==> src/rtl/des_ctrl_pkg.sv <==
// des_ctrl_pkg: shared types and constants for the DES/SPI sequencer
package des_ctrl_pkg;

    typedef enum logic [1:0] {
        S_IDLE,
        S_START,
        S_BUSY,
        S_LOAD
    } state_t;

    localparam int DES_W = 64;
    localparam logic [DES_W-1:0] TIMEOUT_FILL = 64'hFFFF_FFFF_FFFF_FFFF;

endpackage

==> src/rtl/sync_2ff.sv <==
// sync_2ff: multi-flop synchroniser for an asynchronous level, preset on reset
module sync_2ff #(
    parameter int   SYNC_STAGES = 2,
    parameter logic INIT        = 1'b1
) (
    input  logic clk,
    input  logic rst,
    input  logic d,
    output logic q
);

    logic [SYNC_STAGES-1:0] ff;

    // shift the pad level through the flop chain
    always_ff @(posedge clk) begin
        if (rst)
            ff <= {SYNC_STAGES{INIT}};
        else
            ff <= {ff[SYNC_STAGES-2:0], d};
    end

    assign q = ff[SYNC_STAGES-1];

endmodule

==> src/rtl/des_spi_ctrl.sv <==
// des_spi_ctrl: sequences SPI frames into key loads and DES operations
module des_spi_ctrl
    import des_ctrl_pkg::*;
#(
    parameter int TIMEOUT_CYCLES = 64,
    parameter int SYNC_STAGES    = 2
) (
    input  logic             clk,
    input  logic             rst,
    input  logic             spi_cs_n,
    input  logic [DES_W-1:0] spi_rx_word,
    output logic [DES_W-1:0] spi_tx_word,
    input  logic             decrypt,
    input  logic             key_reload,
    output logic             des_start,
    output logic             des_decrypt,
    output logic [DES_W-1:0] des_key,
    output logic [DES_W-1:0] des_din,
    input  logic [DES_W-1:0] des_dout,
    input  logic             des_done,
    output logic             key_valid,
    output logic             busy,
    output logic             overrun,
    output logic             timeout_err
);

    localparam int CW = $clog2(TIMEOUT_CYCLES) + 1;

    state_t           state, state_n;
    logic             cs_s, cs_d, cs_rise, key_pending, hit, idle_rise;
    logic [CW-1:0]    cnt;
    logic [DES_W-1:0] result;

    sync_2ff #(.SYNC_STAGES(SYNC_STAGES), .INIT(1'b1)) u_sync (
        .clk (clk),
        .rst (rst),
        .d   (spi_cs_n),
        .q   (cs_s)
    );

    assign busy      = state != S_IDLE;
    assign hit       = cnt == CW'(TIMEOUT_CYCLES - 1);
    assign idle_rise = cs_rise && state == S_IDLE;

    // state register
    always_ff @(posedge clk) begin
        if (rst)
            state <= S_IDLE;
        else
            state <= state_n;
    end

    // next state and the start strobe; a done coinciding with the timeout wins
    always_comb begin
        state_n   = state;
        des_start = 1'b0;
        unique case (state)
            S_IDLE:  state_n = (cs_rise && !key_pending) ? S_START : S_IDLE;
            S_START: begin
                des_start = 1'b1;
                state_n   = S_BUSY;
            end
            S_BUSY:  state_n = (des_done || hit) ? S_LOAD : S_BUSY;
            S_LOAD:  state_n = cs_s ? S_IDLE : S_LOAD;
        endcase
    end

    // frame capture, timeout counter, result and sticky flags
    always_ff @(posedge clk) begin
        if (rst) begin
            cs_d        <= 1'b1;
            cs_rise     <= 1'b0;
            key_pending <= 1'b1;
            key_valid   <= 1'b0;
            des_key     <= '0;
            des_din     <= '0;
            des_decrypt <= 1'b0;
            cnt         <= '0;
            result      <= '0;
            spi_tx_word <= '0;
            overrun     <= 1'b0;
            timeout_err <= 1'b0;
        end else begin
            cs_d    <= cs_s;
            cs_rise <= cs_s && !cs_d;
            if (key_reload)
                key_pending <= 1'b1;
            else if (idle_rise && key_pending)
                key_pending <= 1'b0;
            if (idle_rise && key_pending) begin
                des_key   <= spi_rx_word;
                key_valid <= 1'b1;
            end
            if (idle_rise && !key_pending) begin
                des_din     <= spi_rx_word;
                des_decrypt <= decrypt;
            end
            if (cs_rise && state != S_IDLE)
                overrun <= 1'b1;
            cnt <= (state == S_BUSY) ? cnt + CW'(1) : '0;
            if (state == S_BUSY && des_done)
                result <= des_dout;
            else if (state == S_BUSY && hit) begin
                result      <= TIMEOUT_FILL;
                timeout_err <= 1'b1;
            end
            if (state == S_LOAD && cs_s)
                spi_tx_word <= result;
        end
    end

endmodule

==> config.mk <==
export PLATFORM = sky130hd
export DESIGN_NAME = des_spi_ctrl
export DESIGN_NICKNAME = d
export VERILOG_FILES = /design/src/rtl/des_ctrl_pkg.sv /design/src/rtl/sync_2ff.sv /design/src/rtl/des_spi_ctrl.sv
export SDC_FILE = /design/constraint.sdc
export NUM_CORES = 1
export LEC_CHECK = 0
export ABC_CLOCK_PERIOD_IN_PS = 1700
export BUFFER_PORTS_ARGS = -buffer_cell sky130_fd_sc_hd__buf_2
export CORE_MARGIN = 2
export CORE_UTILIZATION = 50
export DETAILED_ROUTE_END_ITERATION = 10
export GPL_TIMING_DRIVEN = 0
export HOLD_SLACK_MARGIN = 0.03
export PLACE_DENSITY = 0.81
export SETUP_SLACK_MARGIN = 0.05
export SLEW_MARGIN = 25
export SYNTH_ARGS = -nofsm -noshare
export SYNTH_HDL_FRONTEND = slang
export SYNTH_SLANG_ARGS = --single-unit
export TNS_END_PERCENT = 100
==> constraint.sdc <==
create_clock -name clk -period 1.7 [get_ports clk]
set_input_delay 0.255 -clock clk [delete_from_list [all_inputs] [get_ports clk]]
set_output_delay 0.255 -clock clk [all_outputs]
set_load 0.01 [all_outputs]
==> flow_summary.html <==
<table>
<tr><th>Metric</th><th>Value</th></tr>
<tr><th colspan="2">Run status</th></tr>
<tr><td>Outcome</td><td>finished, final reports clean</td></tr>
<tr><th colspan="2">Routing</th></tr>
<tr><td>Number of DRC markers after the initial detailed-route iteration</td><td>548</td></tr>
<tr><td>Total wire length after detailed routing</td><td>32.2 mm</td></tr>
<tr><td>Total via count in the routed design</td><td>10200</td></tr>
<tr><td>Via-per-instance ratio</td><td>5.27</td></tr>
<tr><td>DR WL/cell</td><td>16.7 µm</td></tr>
<tr><td>Total DRC errors in the routed layout</td><td>0</td></tr>
<tr><td>Remaining antenna violation count after routing</td><td>0</td></tr>
<tr><td>Number of detailed-routing iterations run before antenna repair</td><td>7</td></tr>
<tr><th colspan="2">Die</th></tr>
<tr><td>Initial standard-cell utilization of the core</td><td>0.514</td></tr>
<tr><td>Core ar.</td><td>0.0188 mm²</td></tr>
<tr><td>Die X-Extent</td><td>143 µm</td></tr>
<tr><td>I/O pin count</td><td>332</td></tr>
<tr><td>Standard-cell rows</td><td>50</td></tr>
<tr><td>Die Y-Extent</td><td>143 µm</td></tr>
<tr><td>Area of the die</td><td>0.0205 mm²</td></tr>
<tr><th colspan="2">STA</th></tr>
<tr><td>Endpoints failing setup</td><td>0</td></tr>
<tr><td>Transition time at the pin with the least slew margin</td><td>637 ps</td></tr>
<tr><td>Total Neg Setup Slack</td><td>0 ps</td></tr>
<tr><td>Time the final worst path needs with I/O delays and setup</td><td>1640 ps</td></tr>
<tr><td>Worst slew margin relative to its limit</td><td>0.575</td></tr>
<tr><td>Setup repair after global routing missed its margin</td><td>yes</td></tr>
<tr><td>Post-route clock period utilization</td><td>0.965</td></tr>
<tr><td>Max-slew violation count</td><td>0</td></tr>
<tr><td>Final Hold Vio Count</td><td>0</td></tr>
<tr><td>Achievable frequency</td><td>610 MHz</td></tr>
<tr><td>Skew final</td><td>7.66 ps</td></tr>
<tr><th colspan="2">CTS</th></tr>
<tr><td>CTS buffer count</td><td>27</td></tr>
<tr><td>Clock input transition at the sequential cells of the worst setup and hold paths</td><td>60 ps</td></tr>
<tr><td>TritonCTS clock tree</td><td>built</td></tr>
<tr><td>Clk_lat worst skew</td><td>520 ps</td></tr>
<tr><td>Worst-case clock buffer depth</td><td>3</td></tr>
<tr><td>Clk root buf</td><td>sky130_fd_sc_hd__clkbuf_16</td></tr>
<tr><td>Clock sinks</td><td>274</td></tr>
<tr><td>H-Tree Depth</td><td>1</td></tr>
<tr><th colspan="2">Synthesis</th></tr>
<tr><td>Flip-flop and latch count after synthesis</td><td>274</td></tr>
<tr><td>Post-synthesis average cell area</td><td>8.12 µm²</td></tr>
<tr><td>Syn. warnings</td><td>0</td></tr>
<tr><td>Post-Synthesis Cell Area</td><td>0.00968 mm²</td></tr>
<tr><td>Count of flip-flops with a built-in enable after synthesis</td><td>0</td></tr>
<tr><td>Leading register cell type out of synthesis</td><td>sky130_fd_sc_hd__dfxtp_1</td></tr>
<tr><td>Most numerous cell in the Yosys netlist</td><td>sky130_fd_sc_hd__nand2_1</td></tr>
<tr><td>Count of mapped cells out of synthesis</td><td>1192</td></tr>
<tr><td>Share of async-settable or async-resettable flops after synthesis</td><td>0</td></tr>
<tr><td>Top-area cell type share of the netlist area</td><td>0.566</td></tr>
<tr><td>Synth Net Count</td><td>1327</td></tr>
<tr><td>Portion of the post-synthesis area used by sequential elements</td><td>0.566</td></tr>
<tr><td>Top cells by area, synth</td><td>sky130_fd_sc_hd__dfxtp_1, sky130_fd_sc_hd__nand2_1, sky130_fd_sc_hd__a21oi_1</td></tr>
<tr><td>Count of cell types in the netlist</td><td>34</td></tr>
<tr><td>Most common library cells after synthesis</td><td>sky130_fd_sc_hd__nand2_1, sky130_fd_sc_hd__dfxtp_1, sky130_fd_sc_hd__a21oi_1, sky130_fd_sc_hd__nor2_1, sky130_fd_sc_hd__a211oi_1</td></tr>
<tr><td>Cell type contributing the most total cell area after synthesis</td><td>sky130_fd_sc_hd__dfxtp_1</td></tr>
<tr><th colspan="2">Worst setup path</th></tr>
<tr><td>Classification of the worst setup path</td><td>register to register</td></tr>
<tr><td>Data arrival at the endpoint of the critical path</td><td>2060 ps</td></tr>
<tr><td>FF-to-FF path depth</td><td>6</td></tr>
<tr><td>Crit. End Element</td><td>register</td></tr>
<tr><td>Startpoint type of the worst setup path</td><td>register</td></tr>
<tr><td>Maximum fanout encountered on the critical timing path</td><td>10</td></tr>
<tr><td>Data required, critical path</td><td>2120 ps</td></tr>
<tr><th colspan="2">Place</th></tr>
<tr><td>Global placement routability congestion</td><td>0.834</td></tr>
<tr><td>HPWL Detailed</td><td>20.2 mm</td></tr>
<tr><td>Count of buffers inserted at the top-level ports</td><td>330</td></tr>
<tr><td>Inst Count DP</td><td>1782</td></tr>
<tr><td>Placed Area</td><td>0.0117 mm²</td></tr>
<tr><th colspan="2">Hold path</th></tr>
<tr><td>Depth of the worst hold-timing path</td><td>3</td></tr>
<tr><td>Hold Path Class</td><td>input pin to register</td></tr>
<tr><th colspan="2">GRT</th></tr>
<tr><td>Most Crowded Layer GR</td><td>met2</td></tr>
<tr><td>Number of antenna violations at the first check in global routing</td><td>0</td></tr>
<tr><td>Pin count of the biggest net entering global routing</td><td>15</td></tr>
<tr><td>Met1 Resource Use GR</td><td>0.325</td></tr>
<tr><td>Met3 global-route usage</td><td>0.0895</td></tr>
<tr><td>Vias in the first global route</td><td>9953</td></tr>
<tr><td>GRT met2 Usage</td><td>0.531</td></tr>
<tr><td>Total global-route track usage</td><td>0.297</td></tr>
<tr><td>Total congestion overflow</td><td>0</td></tr>
<tr><td>Global-route wire length before repair</td><td>49.1 mm</td></tr>
<tr><th colspan="2">Pwr</th></tr>
<tr><td>Leak pwr</td><td>5.78 nW</td></tr>
<tr><td>Ratio of total power to cell area</td><td>933 mW/mm²</td></tr>
<tr><td>Largest vdd supply drop</td><td>0.000854 V</td></tr>
<tr><th colspan="2">Final layout</th></tr>
<tr><td>Final standard cell area without fillers</td><td>0.0137 mm²</td></tr>
<tr><td>Number of nets in the layout</td><td>1789</td></tr>
<tr><td>Area Growth Syn to Fin</td><td>41.6%</td></tr>
<tr><td>Fraction of layout cells with a size suffix above 1</td><td>0.281</td></tr>
<tr><td>Ant. Diodes</td><td>0</td></tr>
<tr><td>Filler-free cell count of the finished design</td><td>1932</td></tr>
<tr><th colspan="2">Flow run</th></tr>
<tr><td>Count of maximum capacitance violations</td><td>0</td></tr>
</table>
-- report_power, final --
group | internal (mW) | switching, mW
registers | 6.44 | 0.0118
logic | 0.310 | 0.302
clock network | 3.28 | 2.44
-- state kept, by name, indices dropped and copies added, names as in the netlist --
| register | count |
|---|---|
| key_valid | 1 |
| u_sync.ff | 2 |
| timeout_err | 1 |
| cs_rise | 1 |
| key_pending | 1 |
| state | 2 |
| spi_tx_word | 64 |
| des_din | 64 |
| cnt | 7 |
| result | 64 |
| cs_d | 1 |
| overrun | 1 |
| des_key | 64 |
| des_decrypt | 1 |
-- routing by layer --
metal  vias up  routed length, µm  share of wire
met1      4741              12000           0.37
met5         -                  0              0
met2       502              16200           0.50
met3       114               2820          0.087
met4         0               1180          0.036
li1       4822                  -              -
-- area by class of cell --
cell class	count	area (µm²)
clock inverter	9	76.3
multi-input combinational	818	3820
tap	260	325
timing repair buffer	433	2680
buffer	95	537
inverter	5	18.8
clock buffer	38	767
fill	1408	5120
sequential	274	5490
-- logic make-up (layout without fill, tap and decap cells) --
| group | after synthesis | after routing | share of synthesized area |
|---|---|---|---|
| AND/OR/NAND/NOR | 547 | 547 | 0.222 |
| flip-flops | 274 | 274 | 0.566 |
| AO/OA/AOI/OAI | 267 | 267 | 0.156 |
| buffers and inverters | 100 | 580 | 0.0513 |
| XOR/XNOR | 3 | 3 | 0.00271 |
| adder cells (fa/ha/maj) | 1 | 1 | 0.00129 |
-- layout by cell type (no fill, tap or decap), types with 2 or more instances in the layout --
cell	netlist	routed
sky130_fd_sc_hd__clkinv_2	0	6
sky130_fd_sc_hd__a21oi_1	197	197
sky130_fd_sc_hd__dfxtp_2	0	3
sky130_fd_sc_hd__nor3_1	2	2
sky130_fd_sc_hd__xor2_1	2	2
sky130_fd_sc_hd__clkbuf_2	0	12
sky130_fd_sc_hd__clkbuf_4	0	2
sky130_fd_sc_hd__buf_6	6	9
sky130_fd_sc_hd__or2_2	3	3
sky130_fd_sc_hd__nor2_1	137	136
sky130_fd_sc_hd__clkbuf_16	0	27
sky130_fd_sc_hd__dlygate4sd3_1	0	101
sky130_fd_sc_hd__buf_2	34	354
sky130_fd_sc_hd__inv_1	5	4
sky130_fd_sc_hd__nand3_1	3	2
sky130_fd_sc_hd__nand2_1	389	389
sky130_fd_sc_hd__clkbuf_1	44	39
sky130_fd_sc_hd__and4bb_2	2	2
sky130_fd_sc_hd__buf_4	9	16
sky130_fd_sc_hd__dfxtp_1	274	271
sky130_fd_sc_hd__nand3b_1	2	2
sky130_fd_sc_hd__clkbuf_8	0	6
sky130_fd_sc_hd__a211oi_1	64	45
sky130_fd_sc_hd__a211oi_2	0	19
-- metrics by stage --
step / setup slack [ps] / hold WS [ps] / utilization / total power, mW
2_1_floorplan: 215 / 349 / - / 6.73
3_3_place_gp: -209 / 375 / 0.619 / 6.99
3_5_place_dp: -248 / 380 / 0.619 / 6.99
4_1_cts: 51.6 / 30.4 / 0.720 / 12.8
5_1_grt: 6.50 / 40.2 / 0.728 / 13.2
6_report: 59.9 / 43.5 / 0.728 / 12.8
-- worst paths after layout --
check | slack (ps) | startpoint | endpoint
max reg2reg | 60 | cnt[0]$_SDFF_PP0_ | result[29]$_SDFFE_PP0P_
max | 60 | cnt[0]$_SDFF_PP0_ | result[29]$_SDFFE_PP0P_
min reg2reg | 390 | cs_d$_SDFF_PP1_ | cs_rise$_SDFF_PP0_
min | 40 | des_dout[46] | result[46]$_SDFFE_PP0P_
-- repair_timing --
| action | 4_1_cts | 5_1_grt |
|---|---|---|
| endpoints found under the setup margin | 68 | 168 |
| setup buffers | 0 | 2 |
| hold buffers | 101 | 0 |
| hold endpoints to repair | 164 | 0 |
| resized for setup | 13 | 57 |
| pin swaps | 0 | 2 |
-- worst max-delay path, cell delays in order (launching register included) --
cell and delay (ps):
sky130_fd_sc_hd__dfxtp_2 340, sky130_fd_sc_hd__ha_2 200, sky130_fd_sc_hd__and4_4 240, sky130_fd_sc_hd__nand2_1 90, sky130_fd_sc_hd__clkbuf_8 190, sky130_fd_sc_hd__buf_2 210, sky130_fd_sc_hd__a211oi_1 270
Note: power is estimated with default switching activity, not from simulation.
